[config.mk]
export PLATFORM = sky130hd
export DESIGN_NAME = sram_stream_reader
export DESIGN_NICKNAME = d
export VERILOG_FILES = /design/src/rtl/sram_stream_reader.sv
export SDC_FILE = /design/constraint.sdc
export NUM_CORES = 1
export LEC_CHECK = 0
export ABC_CLOCK_PERIOD_IN_PS = 8310
export BUFFER_PORTS_ARGS = -buffer_cell sky130_fd_sc_hd__buf_2
export CORE_MARGIN = 2
export CORE_UTILIZATION = 40
export CTS_CLUSTER_SIZE = 10
export DETAILED_ROUTE_END_ITERATION = 8
export MAX_ROUTING_LAYER = met4
export PLACE_DENSITY = 0.63
export RECOVER_POWER = 50
export SLEW_MARGIN = 10
export SYNTH_ARGS = -nofsm -noshare
export SYNTH_HDL_FRONTEND = slang
export SYNTH_SLANG_ARGS = --single-unit
[constraint.sdc]
create_clock -name clk -period 8.31 [get_ports clk]
set_input_delay 1.662 -clock clk [delete_from_list [all_inputs] [get_ports clk]]
set_output_delay 1.662 -clock clk [all_outputs]
set_load 0.01 [all_outputs]
[src/rtl/sram_stream_reader.sv]
// sram_stream_reader: issues consecutive SRAM reads from a base address and streams
// the returned words through a 2-entry FIFO as a valid/ready stream.
module sram_stream_reader #(
    parameter int DWIDTH = 24,
    parameter int AWIDTH = 6
) (
    input  logic              clk,
    input  logic              rst_n,
    input  logic              start,
    input  logic [AWIDTH-1:0] base_addr,
    input  logic [AWIDTH:0]   len,
    output logic              busy,
    output logic              done,
    output logic [AWIDTH-1:0] sram_addr_r,
    input  logic [DWIDTH-1:0] sram_data_i,
    output logic              m_valid,
    input  logic              m_ready,
    output logic [DWIDTH-1:0] m_data,
    output logic              m_last
);
    typedef enum logic [1:0] {IDLE, RUN, DRAIN} state_t;
    state_t            state_q, state_d;
    logic [AWIDTH-1:0] addr_q, addr_d;
    logic [AWIDTH:0]   issue_left_q, issue_left_d, out_left_q, out_left_d;
    logic              pend_q, done_q, done_d;
    logic [1:0]        fifo_cnt_q, fifo_cnt_d;
    logic [DWIDTH-1:0] e0_q, e0_d, e1_q, e1_d;
    logic              issue, pop, push;

    assign pop  = m_valid & m_ready;
    assign push = pend_q;
    // Words already held plus the one in flight, minus the one leaving, must leave room.
    assign issue = (state_q == RUN) && (issue_left_q != '0) &&
                   (({1'b0, fifo_cnt_q} + {2'b0, pend_q} - {2'b0, pop}) <= 3'd1);

    always_comb begin
        state_d      = state_q;
        addr_d       = addr_q;
        issue_left_d = issue_left_q;
        out_left_d   = pop ? out_left_q - 1'b1 : out_left_q;
        done_d       = 1'b0;
        case (state_q)
            IDLE: begin
                if (start && len == '0) begin
                    done_d = 1'b1;
                end else if (start) begin
                    state_d      = RUN;
                    addr_d       = base_addr;
                    issue_left_d = len;
                    out_left_d   = len;
                end
            end
            RUN: begin
                if (issue) begin
                    addr_d       = addr_q + 1'b1;
                    issue_left_d = issue_left_q - 1'b1;
                    state_d      = (issue_left_q == (AWIDTH+1)'(1)) ? DRAIN : RUN;
                end
            end
            DRAIN: begin
                if (pop && m_last) begin
                    state_d = IDLE;
                    done_d  = 1'b1;
                end
            end
            default: state_d = IDLE;
        endcase
    end

    // e0 is the head; it only moves on a pop or on a push into an empty FIFO.
    always_comb begin
        fifo_cnt_d = fifo_cnt_q + {1'b0, push} - {1'b0, pop};
        e0_d = pop ? ((fifo_cnt_q == 2'd2) ? e1_q : sram_data_i)
                   : ((push && fifo_cnt_q == 2'd0) ? sram_data_i : e0_q);
        e1_d = (push && (pop ? fifo_cnt_q == 2'd2 : fifo_cnt_q == 2'd1)) ? sram_data_i : e1_q;
    end

    always_ff @(posedge clk or negedge rst_n) begin
        if (!rst_n) begin
            state_q      <= IDLE;
            addr_q       <= '0;
            issue_left_q <= '0;
            out_left_q   <= '0;
            pend_q       <= 1'b0;
            done_q       <= 1'b0;
            fifo_cnt_q   <= 2'd0;
            e0_q         <= '0;
            e1_q         <= '0;
        end else begin
            state_q      <= state_d;
            addr_q       <= addr_d;
            issue_left_q <= issue_left_d;
            out_left_q   <= out_left_d;
            pend_q       <= issue;
            done_q       <= done_d;
            fifo_cnt_q   <= fifo_cnt_d;
            e0_q         <= e0_d;
            e1_q         <= e1_d;
        end
    end

    assign busy        = state_q != IDLE;
    assign done        = done_q;
    assign sram_addr_r = addr_q;
    assign m_valid     = fifo_cnt_q != 2'd0;
    assign m_data      = e0_q;
    assign m_last      = m_valid && (out_left_q == (AWIDTH+1)'(1));

    a_no_overflow: assert property (@(posedge clk) disable iff (!rst_n)
        !(push && !pop && fifo_cnt_q == 2'd2));
endmodule

Word-level counts from Yosys, hierarchy flattened
Cells that the tools add are included.
{"block": "classes", "add_sub_neg": 7, "magnitude_cmp": 1, "n_eq_ne": 10, "muxes": 25, "n_bitwise": 1, "reduce_logical": 17}
{"operator": "24-bit 2-to-1 mux", "count": 3}
{"operator": "7-bit 2-to-1 mux", "count": 7}
{"operator": "6-bit 2-to-1 mux", "count": 3}
{"operator": "7-bit by 1-bit == test with 1-bit output (second input constant)", "count": 2}
{"operator": "7-bit one-hot mux with 2 select lines", "count": 1}
{"operator": "7-bit by 1-bit subtractor with 7-bit output (second input constant)", "count": 2}
{"operator": "6-bit one-hot mux with 2 select lines", "count": 1}
{"operator": "2-bit 2-to-1 mux", "count": 5}
{"operator": "2-bit inequality test (second input constant)", "count": 4}
{"operator": "4-bit AND reduction", "count": 2}
{"operator": "2-bit nonzero test", "count": 4}
{"operator": "1-bit logical AND", "count": 7}
{"operator": "7-bit logical NOT", "count": 1}
{"operator": "7-bit nonzero test", "count": 1}
{"operator": "6-bit by 1-bit adder with 6-bit output (second input constant)", "count": 1}
{"operator": "2-bit one-hot mux with 3 select lines", "count": 1}
{"operator": "2-bit by 1-bit == test with 1-bit output (second input constant)", "count": 2}
{"operator": "2-bit == test (second input constant)", "count": 2}
{"operator": "2-bit logical NOT", "count": 2}
{"operator": "2-bit by 1-bit adder with 3-bit output", "count": 1}
{"operator": "3-bit by 1-bit less-or-equal comparator with 1-bit output (second input constant)", "count": 1}
{"operator": "1-bit 2-to-1 mux", "count": 3}
{"operator": "3-bit by 1-bit subtractor with 3-bit output", "count": 1}
{"operator": "2-bit by 1-bit adder with 2-bit output", "count": 1}
{"operator": "other kinds (3)", "count": 3}
{"block": "word_totals", "reg_bits": 74, "output_inout_bits": 34}

Logic depth before layout (Yosys ltp)
{"block": "depth", "depth_word": 7, "depth_mapped": 12, "mapped_depth_nobuf": 8}

Worst setup path before layout
No wires, ideal clock.
{"block": "synth_path", "path_kind": "input to register", "start": "in m_ready", "end": "reg issue_left_q[0]", "setup_ns": 0.126, "t_arrival_ns": 3.769, "setup_slack_ns": 4.415, "cell_stages": 11, "path_buffers": 3, "path_cell_list": "nand3b_1 -> buf_4 -> buf_2 -> o21ai_0 -> ha_1 -> fa_1 -> xnor2_1 -> a2111oi_4 -> buf_4 -> and2_1 -> a221o_1"}
{"block": "synth_via", "elab_chain_len": 6}
{"item": "start: declaration", "line": "17", "source": "input logic m_ready,"}
{"item": "1-bit AND", "line": "30", "source": "assign pop = m_valid & m_ready;"}
{"item": "3-bit by 1-bit subtractor with 3-bit output", "line": "34", "source": "(({1'b0, fifo_cnt_q} + {2'b0, pend_q} - {2'b0, pop}) <= 3'd1);"}
{"item": "3-bit by 1-bit less-or-equal comparator with 1-bit output", "line": "34"}
{"item": "1-bit logical AND", "line": "33", "source": "assign issue = (state_q == RUN) && (issue_left_q != '0) &&"}
{"item": "via issue", "line": "28", "source": "logic issue, pop, push;"}
{"item": "2-bit inequality test (no source line)"}
{"item": "4-bit AND reduction (no source line)"}
{"item": "end signal: assignment", "line": "92", "source": "issue_left_q <= issue_left_d;"}
{"item": "end: declaration", "line": "24", "source": "logic [AWIDTH:0] issue_left_q, issue_left_d, out_left_q, out_left_d;"}
The timed path passes the listed nets, and every way through them passes these cells.
A chain may end at the register's enable or synchronous reset.

==> metrics.cfg <==
[setup_path]
arrival_ns = 4.42
path_class = in2async
cp_top_family = buffers and inverters
max_stage_delay_ns = 2.69
cp_slowest_cell = clkbuf_1
cp-start-kind = input port
crit_fanout = 74
critPathBufInv = 1
worstPathCellList = clkbuf_1
cp_data_required_time_ns = 7.86
cp-end-kind = async pin

[clock_network]
cts_resized = 0
cts_root_buf = clkbuf_8
cts_made_buffers = 9
cts_tree = built
post-cts-setup-buffer-count = 0
clk_transition_reported_paths_ns = 0.07
clk_latency_ns = 0.35
cts_hold_buffers = 0
clkSinkCount = 74
clk_path_buf_depth = 2
h-tree-depth = 3

[synth]
yosysSeqAreaShare_pct = 51.80
syn-cell-area_um2 = 3575
yosysTopAreaCell = dfrtp_1
synth_cell_types = 54
synthTopCellsByCount = dfrtp_1 (74), nand2_1 (35), o21ai_0 (28)
yosys-top-cells-area = dfrtp_1 (52%), mux2_2 (7.9%), mux2i_1 (7.0%), o21ai_0 (3.9%), nand2_1 (3.7%)
avgSynthCellArea_um2 = 11.28
synthArstFlopShare_pct = 100.0
netlist_instances = 317
synth_nets = 365
synth_most_common_cell = dfrtp_1
synthFlopType = dfrtp_1
synth_top_area_share_pct = 51.80
yosys_register_bits = 74
synth_edf_count = 0
synth_warnings = 0

[global_routing]
grt_usage_pct = 16.43
busiest_layer = met2
grt_start_max_net_pins = 75
met2_usage_pct = 25.59
use_met1_pct = 21.53
antenna_found_initial = 0
overflow = 0
grt_pass1_vias = 2560
grt_pass1_wl_mm = 12.51
grt.met3_usage_pct = 4.397

[placed_design]
routabilityCongestion = 0.7356
place_area_um2 = 4013
numPortBuffers = 74
dp_hpwl_mm = 5.008

[status]
status = complete, but fails checks
violations = max-capacitance violations, max-slew violations

[power_and_ir_drop]
p_switching_mw = 0.5940
switching_share_pct = 37.44
powerDensity_nw_per_um2 = 377.2
ir_drop_v = 0.0001526
intPower_mw = 0.9925
p_leak_nw = 1.990
p_comb_share_pct = 39.6
pwr-share-seq_pct = 41.0
clkPwrFrac_pct = 19.4

[sta]
maxSlewViolCount = 75
slew_headroom_pct = -160.3
setup_violations = 0
final_hold_viol_count = 0
final.setup.tns_ns = 0
fmax_mhz = 205.5
finClkSkew_ns = 0.01169
fin_crit_sh_pct = 58.55
worst_pin_slew_ns = 3.905
final.min_clock_period_ns = 4.865
rsz0062_at_grt = false

[floorplanning]
die_w_um = 98.54
ioPinCount = 75
chipHeight_um = 98.54
die_area_um2 = 9709
start_util_pct = 41.19
core_area_um2 = 8678
rows = 34

[final_layout]
syn_to_final_growth_pct = 17.68
nNetsFinal = 434
final-seq-area_um2 = 1852
fillers = 840
fin_area_um2 = 4207
antenna_cells = 0
multi_input_area_um2 = 1608
drive_gt1_share_pct = 27.88

[drt]
first_pass_iters = 4
drc = 0
wirelength_mm = 7.482
avgRoutedWirePerCell_um = 14.99
vias_per_cell = 5.204
antenna_left = 0
vias = 2597
drt_iter0_drc = 127

[flow_run]
maxCapViolCount = 1

[worst_hold_path]
hold_path.class = reg2reg

[power groups by stage]
stage,combinational [mW],clock (mW),sequential [mW]
2_1_floorplan,0.461,0,0.663
3_3_place_gp,0.625,0,0.648
3_5_place_dp,0.643,0,0.657
4_1_cts,0.646,0.316,0.650
5_1_grt,0.704,0.332,0.678
6_report,0.628,0.308,0.650
[logic make-up (layout without fill, tap and decap cells)]
| family | count (synthesis) | count (layout) | synth area share, % |
|---|---|---|---|
| multiplexers | 51 | 51 | 15.19 |
| AO/OA/AOI/OAI | 73 | 73 | 13.34 |
| buffers and inverters | 26 | 100 | 3.535 |
| adder cells (fa/ha/maj) | 7 | 7 | 2.660 |
| flip-flops | 74 | 74 | 51.80 |
| AND/OR/NAND/NOR | 79 | 79 | 11.76 |
| XOR/XNOR | 7 | 7 | 1.715 |
[layer usage]
layer / vias up / share of wire, %
met5: - / 0
met4: 0 / 0.96
met1: 1262 / 47
li1: 1277 / -
met2: 52 / 48
met3: 6 / 4.3
[cells in the final DEF (no fill, tap or decap), drive strengths merged, types with 4 or more instances in the layout]
cell type,count
and3,4
buf,58
o21ai,36
inv,8
xnor2,6
clkbuf,28
o22ai,7
dfrtp,74
mux2i,25
a21oi,7
ha,6
nor2,13
a22oi,5
o2bb2ai,8
clkinv,4
mux2,26
nor3,5
nand2,36
[cell type report]
cell class	count	share of cell area, %
tap	108	3.212
inverter	8	0.7139
clock inverter	6	2.171
timing repair buffer	76	8.626
clock buffer	10	3.034
sequential	74	44.02
multi-input combinational	217	38.22
[final timing paths]
kind	end	slack [ns]	start	cells past startpoint
max reg2reg	sram_addr_r[1]	5.29	fifo_cnt_q[1]	7
max	done	3.44	rst_n	1
max in group clk	sram_addr_r[1]	4.21	m_ready	8
min reg2reg	m_data[23]	0.48	m_data[23]	2
min	m_data[23]	0.48	m_data[23]	2
min in group asynchronous	out_left_q[3]	2.66	rst_n	1
[registers in the layout (all words and copies together), names as in the netlist]
name / flops
done: 1
fifo_cnt_q: 2
sram_addr_r: 6
issue_left_q: 7
state_q: 2
m_data: 24
e1_q: 24
pend_q: 1
out_left_q: 7
[stage by stage]
step	power (mW)	utilization [%]	setup slack, ns	cells	hold slack, ns
3_3_place_gp	1.273	46.24	3.985	483	0.4573
4_1_cts	1.611	48.76	4.327	499	0.4830
5_1_grt	1.714	48.47	2.506	499	0.5096
2_1_floorplan	1.123	-	4.415	317	0.4786
6_report	1.587	48.47	3.445	499	0.4787
3_5_place_dp	1.299	46.24	3.952	483	0.4651
(Power assumes the default switching activity.)
